**src/rtl/mp_pkg.sv**
```systemverilog
// Shared types and helpers for the MusicPlayer tempo/transport path.
package mp_pkg;

    typedef enum logic [1:0] {
        IDLE  = 2'd0,
        RUN   = 2'd1,
        PAUSE = 2'd2
    } state_e;

    localparam int TEMPO_W   = 3;
    localparam int TEMPO_MAX = 7;

    // Callers size the result down to their prescaler width.
    function automatic logic [31:0] period(input logic [TEMPO_W-1:0] tempo,
                                           input int unsigned base,
                                           input int unsigned step);
        return base - (32'(tempo) * step);
    endfunction

endpackage

```
**src/rtl/tempo_tick_if.sv**
```systemverilog
// Transport-control pulses in, beat-counter drive and status out.
interface tempo_tick_if;
    import mp_pkg::*;

    logic               play;
    logic               pause;
    logic               stop;
    logic               tempo_up;
    logic               tempo_dn;
    logic               ena;
    logic               inc;
    logic               cnt_clr;
    logic               playing;
    logic [TEMPO_W-1:0] tempo;

    modport master (
        output play, pause, stop, tempo_up, tempo_dn,
        input  ena, inc, cnt_clr, playing, tempo
    );

    modport slave (
        input  play, pause, stop, tempo_up, tempo_dn,
        output ena, inc, cnt_clr, playing, tempo
    );

endinterface

```
**src/rtl/tick_div.sv**
```systemverilog
// Programmable-period prescaler; emits one registered tick per period while running.
module tick_div #(
    parameter int DIV_W = 25
) (
    input  logic             clk,
    input  logic             rst,
    input  logic             run,
    input  logic             clr,
    input  logic [DIV_W-1:0] period,
    output logic             tick,
    output logic             tick_nxt
);

    logic [DIV_W-1:0] div_q, div_d;
    logic             tick_q, tick_d;

    // >= rather than == so a shortened period never wraps through the full range.
    always_comb begin
        div_d  = div_q;
        tick_d = 1'b0;
        if (clr) begin
            div_d = '0;
        end else if (run) begin
            if (div_q >= (period - 1'b1)) begin
                div_d  = '0;
                tick_d = 1'b1;
            end else begin
                div_d = div_q + 1'b1;
            end
        end
    end

    always_ff @(posedge clk or negedge rst) begin
        if (!rst) begin
            div_q  <= '0;
            tick_q <= 1'b0;
        end else begin
            div_q  <= div_d;
            tick_q <= tick_d;
        end
    end

    assign tick     = tick_q;
    assign tick_nxt = tick_d;

endmodule

```
**src/rtl/tempo_tick.sv**
```systemverilog
// Tempo/transport generator driving the mod-4 beat counter's ena/inc/rst.
//   state | meaning
//   IDLE  | stopped, prescaler and sub-beat cleared
//   RUN   | prescaler counting, ticks emitted
//   PAUSE | frozen, prescaler and sub-beat held
module tempo_tick
    import mp_pkg::*;
#(
    parameter int BASE_PERIOD = 25000000,
    parameter int STEP_PERIOD = 2500000,
    parameter int DIV_W       = 25,
    parameter int SUBDIV      = 4,
    parameter int TEMPO_INIT  = 3
) (
    input  logic         clk,
    input  logic         rst,
    tempo_tick_if.slave  bus
);

    localparam int SUB_W = (SUBDIV > 1) ? $clog2(SUBDIV) : 1;
    localparam logic [SUB_W-1:0]   SUB_LAST  = SUB_W'(SUBDIV - 1);
    localparam logic [TEMPO_W-1:0] TEMPO_TOP = TEMPO_W'(TEMPO_MAX);

    state_e             state_q, state_d;
    logic [SUB_W-1:0]   sub_q, sub_d;
    logic               inc_q, inc_d;
    logic               clr_q, clr_d;
    logic               playing_q, playing_d;
    logic [TEMPO_W-1:0] tempo_q, tempo_d;

    logic               run;
    logic               tick;
    logic               tick_nxt;
    logic [DIV_W-1:0]   period_w;

    assign period_w = DIV_W'(period(tempo_q, BASE_PERIOD, STEP_PERIOD));

    // Resuming from PAUSE counts on the play edge; starting from IDLE does not.
    always_comb begin
        state_d = state_q;
        run     = 1'b0;
        if (bus.stop) begin
            state_d = IDLE;
        end else begin
            case (state_q)
                IDLE:    if (bus.play) state_d = RUN;
                RUN: begin
                    if (bus.pause) state_d = PAUSE;
                    else           run     = 1'b1;
                end
                PAUSE: begin
                    if (bus.play) begin
                        state_d = RUN;
                        run     = 1'b1;
                    end
                end
                default: state_d = IDLE;
            endcase
        end
        playing_d = (state_d == RUN);
        clr_d     = bus.stop;
    end

    always_comb begin
        sub_d = sub_q;
        inc_d = 1'b0;
        if (bus.stop) begin
            sub_d = '0;
        end else if (tick_nxt) begin
            if (sub_q == SUB_LAST) begin
                sub_d = '0;
                inc_d = 1'b1;
            end else begin
                sub_d = sub_q + 1'b1;
            end
        end
    end

    always_comb begin
        tempo_d = tempo_q;
        if (bus.tempo_up && !bus.tempo_dn && (tempo_q != TEMPO_TOP)) begin
            tempo_d = tempo_q + 1'b1;
        end else if (bus.tempo_dn && !bus.tempo_up && (tempo_q != '0)) begin
            tempo_d = tempo_q - 1'b1;
        end
    end

    always_ff @(posedge clk or negedge rst) begin
        if (!rst) begin
            state_q   <= IDLE;
            sub_q     <= '0;
            inc_q     <= 1'b0;
            clr_q     <= 1'b0;
            playing_q <= 1'b0;
            tempo_q   <= TEMPO_W'(TEMPO_INIT);
        end else begin
            state_q   <= state_d;
            sub_q     <= sub_d;
            inc_q     <= inc_d;
            clr_q     <= clr_d;
            playing_q <= playing_d;
            tempo_q   <= tempo_d;
        end
    end

    tick_div #(.DIV_W(DIV_W)) u_tick_div (
        .clk      (clk),
        .rst      (rst),
        .run      (run),
        .clr      (bus.stop),
        .period   (period_w),
        .tick     (tick),
        .tick_nxt (tick_nxt)
    );

    assign bus.ena     = tick;
    assign bus.inc     = inc_q;
    assign bus.cnt_clr = clr_q;
    assign bus.playing = playing_q;
    assign bus.tempo   = tempo_q;

endmodule

```
**src/flat_wrapper.sv**
```systemverilog
// flat-port wrapper written by rule: the top's interface ports become plain ports
module tempo_tick_flat import mp_pkg::*;
#(
    parameter int BASE_PERIOD = 25000000,
    parameter int STEP_PERIOD = 2500000,
    parameter int DIV_W       = 25,
    parameter int SUBDIV      = 4,
    parameter int TEMPO_INIT  = 3
)
  (clk, rst, bus_play, bus_pause, bus_stop, bus_tempo_up, bus_tempo_dn, bus_ena, bus_inc, bus_cnt_clr, bus_playing, bus_tempo);
  tempo_tick_if bus_i ();
  input  logic clk;
  input  logic rst;
  input wire logic [$bits(bus_i.play)-1:0] bus_play;
  input wire logic [$bits(bus_i.pause)-1:0] bus_pause;
  input wire logic [$bits(bus_i.stop)-1:0] bus_stop;
  input wire logic [$bits(bus_i.tempo_up)-1:0] bus_tempo_up;
  input wire logic [$bits(bus_i.tempo_dn)-1:0] bus_tempo_dn;
  output wire logic [$bits(bus_i.ena)-1:0] bus_ena;
  output wire logic [$bits(bus_i.inc)-1:0] bus_inc;
  output wire logic [$bits(bus_i.cnt_clr)-1:0] bus_cnt_clr;
  output wire logic [$bits(bus_i.playing)-1:0] bus_playing;
  output wire logic [$bits(bus_i.tempo)-1:0] bus_tempo;
  assign bus_i.play = bus_play;
  assign bus_i.pause = bus_pause;
  assign bus_i.stop = bus_stop;
  assign bus_i.tempo_up = bus_tempo_up;
  assign bus_i.tempo_dn = bus_tempo_dn;
  assign bus_ena = bus_i.ena;
  assign bus_inc = bus_i.inc;
  assign bus_cnt_clr = bus_i.cnt_clr;
  assign bus_playing = bus_i.playing;
  assign bus_tempo = bus_i.tempo;
  tempo_tick #(.BASE_PERIOD(BASE_PERIOD), .STEP_PERIOD(STEP_PERIOD), .DIV_W(DIV_W), .SUBDIV(SUBDIV), .TEMPO_INIT(TEMPO_INIT)) u_core (.clk(clk), .rst(rst), .bus(bus_i));
endmodule
```
**config.mk**
```make
export PLATFORM = sky130hd
export DESIGN_NAME = tempo_tick_flat
export DESIGN_NICKNAME = d
export VERILOG_FILES = /design/src/rtl/mp_pkg.sv /design/src/rtl/tempo_tick_if.sv /design/src/rtl/tick_div.sv /design/src/rtl/tempo_tick.sv /design/src/flat_wrapper.sv
export SDC_FILE = /design/constraint.sdc
export NUM_CORES = 1
export LEC_CHECK = 0
export ABC_AREA = 1
export CORE_ASPECT_RATIO = 0.9
export CORE_MARGIN = 2
export CORE_UTILIZATION = 45
export DETAILED_ROUTE_END_ITERATION = 6
export HOLD_SLACK_MARGIN = 0.12
export PLACE_DENSITY_LB_ADDON = 0.05
export SYNTH_ARGS = -nofsm -noshare
export SYNTH_HDL_FRONTEND = slang
export SYNTH_SLANG_ARGS = --single-unit
```
**constraint.sdc**
```tcl
create_clock -name clk -period 5.1 [get_ports clk]
set_clock_uncertainty 0.05 [all_clocks]
set_input_delay 1.02 -clock clk [delete_from_list [all_inputs] [get_ports clk]]
set_output_delay 1.02 -clock clk [all_outputs]
set_load 0.01 [all_outputs]
```
## Yosys cells after proc, flatten, opt, wreduce, memory -nomap -nowiden

Index checks and enable logic that the tools add are counted.

- $lt $le $gt $ge: 1
- Add/subtract/negate cells: 6
- Eq/ne operators: 5
- Bitwise gates (word level): 0
- $mul: 1
- Shift-type cells: 0
- Reductions and logical operators: 12
- Divide/modulo/power cells: 0
- Multiplexer cells: 22

Operators with widths:

| cell | count |
|---|---|
| 25-bit 2-to-1 mux | 3 |
| 25-bit by 1-bit adder with 25-bit output (second input constant) | 1 |
| 25-bit >= comparator | 1 |
| 25-bit by 1-bit subtractor with 25-bit output (second input constant) | 1 |
| 25-bit subtractor (first input constant) | 1 |
| 3-bit by 17-bit multiplier with 20-bit output (second input constant) | 1 |
| 2-bit 2-to-1 mux | 6 |
| 1-bit 2-to-1 mux | 9 |
| 3-bit 2-to-1 mux | 2 |
| 2-bit nonzero test | 3 |
| 2-bit by 1-bit == test with 1-bit output (second input constant) | 2 |
| 2-bit == test (second input constant) | 2 |
| 1-bit logical AND | 4 |
| 2-bit case mux with 2 select lines | 1 |
| 3-bit by 1-bit adder with 3-bit output (second input constant) | 1 |
| 3-bit inequality test (second input constant) | 1 |
| 3-bit nonzero test | 1 |
| 3-bit by 1-bit subtractor with 3-bit output (second input constant) | 1 |
| 2-bit by 1-bit adder with 2-bit output (second input constant) | 1 |
| 1-bit zero test | 2 |
| 2-bit zero test | 1 |
| 1-bit case mux with 2 select lines | 1 |
| 2-bit OR reduction | 1 |

- Bits in writable memories: 0
- Output and inout port bits: 7
- Latch bits: 0
- ROM bits: 0
- Word-level logic and storage cells: 55
- Input bits: 7
- Flip-flop bits (word level): 36
- Memories: 0

## Logic depth before layout (Yosys ltp)

- Depth in word-level cells: 9
- Gate-level depth with buffers: 28
- Mapped depth without buffers: 28

## By module

Synthesis repeated with hierarchy kept, for this count alone.

- Cell total of the unflattened synthesis: 666
- Area, all modules: 4,351.7 µm²

By module, submodules not included:

| module | seq. area each (µm²) | times used | area each (µm²) | cells an instance |
|---|---|---|---|---|
| tick_div | 650.6 | 1 | 2,919.0 | 457 |
| tempo_tick | 252.7 | 1 | 1,432.6 | 209 |

## Least setup slack after synthesis

OpenSTA, ideal clock, no wires.

- Kind: flip-flop to flip-flop
- From: register u_core.tempo_q[0], in the netlist u_core.bus.tempo[0]
- To: register u_core.u_tick_div.div_q[0]
- Setup time: 74 ps
- Period minus slack after synthesis: 4,133 ps
- Arrival time: 4,009 ps
- Setup slack: 967 ps
- Path buffers: 2
- Stages on the path, launching flop included: 22
- Data required time: 4,976 ps
- Path through: dfstp_2 buf_4 inv_1 ha_1 ha_1 fa_1 nor2_1 nand2_1 o21ai_0 nand3_1 nand2_1 xor2_1 ha_1 a21oi_1 o21a_1 nand2_1 nand2_1 nand3_2 nor2_4 nand2_4 buf_12 a21oi_4

- Word-level cells in the longest chain between the ends: 7

Ends and longest elaborated chain:

| what | line | RTL |
|---|---|---|
| from (decl) | tempo_tick.sv:29 | `logic [TEMPO_W-1:0] tempo_q, tempo_d;` |
| from (signal assigned) | tempo_tick.sv:95 | `tempo_q <= TEMPO_W'(TEMPO_INIT);` |
| from (signal assigned) | tempo_tick.sv:102 | `tempo_q <= tempo_d;` |
| 3-bit by 17-bit multiplier with 20-bit output | mp_pkg.sv:17 | `return base - (32'(tempo) * step);` |
| 25-bit subtractor | mp_pkg.sv:17 |  |
| 25-bit by 1-bit subtractor with 25-bit output | tick_div.sv:24 | `if (div_q >= (period - 1'b1)) begin` |
| 25-bit >= comparator | tick_div.sv:24 |  |
| 25-bit 2-to-1 mux | tick_div.sv:24 |  |
| 25-bit 2-to-1 mux | tick_div.sv:23 | `end else if (run) begin` |
| 25-bit 2-to-1 mux | tick_div.sv:21 | `if (clr) begin` |
| to (signal assigned) | tick_div.sv:38 | `div_q <= div_d;` |
| to (decl) | tick_div.sv:14 | `logic [DIV_W-1:0] div_q, div_d;` |

Every way passes these cells. The select of a mux whose other input is x is not followed.
A chain may end at the register's enable or synchronous reset.

## Worst setup path in the final report

- From: register u_core.tempo_q[1], in the netlist u_core.bus.tempo[1]
- To: register u_core.u_tick_div.div_q[3]

The elaborated chain is that of the path after synthesis.

==> summary by stage <==
Run status
The run finished with clean final reports.

Power
Of the total power, combinational logic draws 0.709. The leakage power of the design is 1.94 nW. Of the total power, the share spent switching nets is 0.518. The register share of total power is 0.166. The share of total power dissipated in the clock network is 0.125.

The internal cell power is 0.984 mW. In this run the power density over the cells is between 500 and 600 nW/um^2. The switching power is 1.06 mW. VDD sags by at most approximately 0.21 mV.

Global route
The initial antenna violation count is 0. The residual overflow from global routing is 0. The total routing resource utilization after global routing is 0.211. The number of global-route vias before repair is between 2000 and 3000.

The first global-routing pass estimated about 15000 um of wire. Entering global routing, the biggest net connects 37 pins.

Placed design
The congestion estimate from routability-driven global placement came to 0.907. Port buffering added 13 buffers. Detailed placement ended at an HPWL of roughly 6900 um.

After detailed placement, the design holds a cell count of 609.

Drt
After detailed routing, the number of vias per cell comes to 5.23. Dividing the detail-routed wire length by the instance count gives ~14 um. The overall via count from detail_route is around 3200. The remaining antenna violation count after routing is 0. The first TritonRoute pass finished after 5 iterations. The number of design-rule violations left by the first detailed-router iteration is ~210. The sum of routed wire length over all layers is 8740 um. The final routed DRC violation total is 0.

Synth
The number of synthesized register bits is 36. The per-instance average area after synthesis is about 7.3 um^2. The biggest area consumer among synthesized cells is dfrtp_1. The share of the Yosys chip area taken by registers is 0.247. The summed instance area of the synthesized netlist is between 3000 and 4000 um^2. Of the post-synthesis cell area, the dominant cell type holds 0.233. In the synthesized netlist, the cells that appear most often are 139 x nand2_1, 52 x inv_1, 40 x nor2_1.

In this run, synthesis inferred 0 flip-flops with an integrated enable. For this run, the number of Yosys warnings is 0. The number of nets in the synthesized netlist is 550. The instance count of the mapped netlist is 501. The prevailing post-synth register cell is dfrtp_1. The number of library cell types mapped by synthesis is between 40 and 50. The share of flip-flops with an asynchronous set or reset is 1.00.

The cell with the most instances after synthesis is nand2_1. Ranked by total cell area, the synthesized netlist is headed by dfrtp_1 23%, nand2_1 14%, ha_1 13%, xor2_1 6.0%, inv_1 5.3%.

STA
The achievable frequency is between 200 and 250 MHz. Setup repair after global routing left no endpoint under its margin. Summed over all failing endpoints, the final setup total negative slack is 0 ps. The post-route minimum period is 4450 ps. The slew of the pin with the lowest slew margin is between 1000 and 1500 ps. In the finished design, the share of the clock period the worst path needs comes to 0.872. The final setup violation count is 0. In this run the tightest slew margin relative to its limit is 0.319. On the final layout, the worst hold slack is 462 ps. The number of pins exceeding their max-slew limit in the final report was 0. The final count of hold timing violations is 0.

Finish
The number of antenna cells inserted is 0. In the final layout, the share of cells above drive strength 1 is 0.112. Once layout is complete, the utilization of the core stands at 0.501. The number of standard cells in the final layout excluding fillers is between 600 and 700. At the end of the flow, the number of nets in the layout was 566. The synthesis-to-layout area growth is 9.04%.

Worst setup path
The worst endpoint data arrival time is around 4600 ps. The kind of start point of the critical path is a flop. The data required time of the worst path is between 5000 and 6000 ps. The worst-path cell with the longest stage delay is dfstp_2. The most frequent cell on the critical path is nand2_1. The worst setup path is of the reg2reg kind. The maximum fanout along the worst path is 15.

For the worst flop-to-flop path, the logic depth is 19. The critical path capture point type is a flop. The signal on the critical path passes through inv_1 > ha_1 > ha_1 > fa_1 > nor2_1 > nand2_1 > o21ai_0 > nand3_1 > nand2_1 > xor2_1 > ha_1 > a21oi_1 > o21a_1 > nand2_1 > nand2_1 > nand3_2 > nor2_4 > nand2_4 > o21ai_0. The worst stage delay on the critical path is between 500 and 600 ps.

Clocking
The TritonCTS clock tree is done. The number of buffers on the longest clock path is 2. In this run, post-CTS hold repair placed 0 buffers.

Clock tree synthesis found a total of 36 sinks. The post-cts resize count is 0. After clock tree synthesis, the clock-pin slew on the worst setup and hold paths is ~80 ps. The TritonCTS buffer count is 5. The library cell used as clock root buffer is clkbuf_8. At the later pin of the worst-skew pair, clock insertion delay measures roughly 290 ps. CTS built an H-tree with a depth of 2. The number of setup buffers added after CTS is 0.

Floorplan
Measured along the x axis, the die boundary spans roughly 99 um. The site row count is 31. The die is approximately 90 um tall.

The die covers between 8000 and 9000 um^2. The initial standard-cell utilization of the core is 0.459. The number of primary I/O pins is 14.

The total area inside the core boundary comes to 7950 um^2.

Worst hold path
The path class of the tightest hold or removal check is reg2reg. The worst hold path was traced through 2 stages.

Job
Across the run, the number of max-cap violations was 0.
[registers in the layout, summed over array words and instances (netlist names)]
register	cells
u_core.bus.tempo	3
u_core.bus.cnt_clr	1
u_core.u_tick_div.tick	1
u_core.bus.inc	1
u_core.sub_q	2
u_core.bus.playing	1
u_core.u_tick_div.div_q	25
u_core.state_q	2
[layer usage]
layer  track usage  wire length, um
met1         0.328             4680
met2         0.318             3580
met3        0.0344              453
met4        0.0199               20
met5             0                0
[power groups by stage]
| stage | sequential (mW) | combinational (mW) | clock [mW] |
|---|---|---|---|
| final | 0.339 | 1.45 | 0.255 |
| after global routing | 0.343 | 1.65 | 0.277 |
| after CTS | 0.339 | 1.44 | 0.263 |
| after detailed placement | 0.345 | 1.44 | 0 |
| after global placement | 0.344 | 1.44 | 0 |
| after floorplan | 0.358 | 1.09 | 0 |
[area by class of cell]
class,instances,area [um^2]
fillers,776,3970
multi-input cells,403,2490
flip-flops and latches,36,903
inverters,56,211
repair buffers,15,140
well taps,99,124
clock buffers,5,68.8
clock inverters,3,42.5
[final timing paths]
| path | startpoint | endpoint | slack [ps] |
|---|---|---|---|
| min in group asynchronous | rst | u_core.bus.tempo[2]$_DFFE_PN0P_ | 760 |
| setup / recovery | u_core.bus.tempo[1]$_DFFE_PN1P_ | u_core.u_tick_div.div_q[3]$_DFFE_PN0P_ | 650 |
| max in group asynchronous | rst | u_core.u_tick_div.div_q[19]$_DFFE_PN0P_ | 3710 |
| hold / removal | u_core.sub_q[1]$_DFFE_PN0P_ | u_core.sub_q[1]$_DFFE_PN0P_ | 460 |
| hold reg to reg | u_core.sub_q[1]$_DFFE_PN0P_ | u_core.sub_q[1]$_DFFE_PN0P_ | 460 |
| setup reg to reg | u_core.bus.tempo[1]$_DFFE_PN1P_ | u_core.u_tick_div.div_q[3]$_DFFE_PN0P_ | 650 |
[per-stage QoR]
step	power, mW	setup WS, ps	area (um^2)
global route	2.27	270	3980
floorplan	1.45	967	3650
finish	2.04	653	3980
detailed placement	1.78	688	3870
global placement	1.78	847	3870
CTS	2.05	665	3980
[cells in the final DEF, fill, tap and decap left out, types with 2 or more instances in the layout]
master / count
dfrtp_1: 34
nor2_2: 3
nand3_2: 2
xor2_1: 25
nor3_4: 2
fa_1: 3
nand4_1: 17
clkbuf_8: 5
nor3_1: 11
xnor2_1: 8
o21a_1: 2
or2_2: 2
nand2_1: 139
a211oi_1: 2
a21oi_1: 14
inv_2: 3
o21ai_1: 5
nand2_2: 8
nand2_4: 2
inv_1: 52
o21ai_0: 15
clkinv_2: 2
ha_1: 39
o21bai_1: 2
nor2_4: 5
dfstp_2: 2
nor2_1: 40
a21oi_2: 2
clkdlybuf4s50_1: 12
nand3_1: 36
o21ai_2: 9
buf_4: 2
[critical path, delay by kind of cell (launching register included)]
| family | cells | cell delay [ps] |
|---|---|---|
| AO/OA/AOI/OAI | 4 | 900 |
| XOR/XNOR | 1 | 150 |
| adder cells (fa/ha/maj) | 4 | 1350 |
| buffers and inverters | 1 | 160 |
| flip-flops | 1 | 540 |
| AND/OR/NAND/NOR | 9 | 1200 |
[cell families (layout without fill, tap and decap cells)]
group | after synthesis | in the layout | synth area share
and+or+nand+nor | 274 | 274 | 0.360
adders and majority gates | 42 | 42 | 0.150
AOI/OAI and AO/OA | 54 | 54 | 0.0935
buffers and inverters | 62 | 79 | 0.0702
DFF | 36 | 36 | 0.247
xor gates and xnor gates | 33 | 33 | 0.0791
No activity file was read; power rests on OpenSTA's default activity.
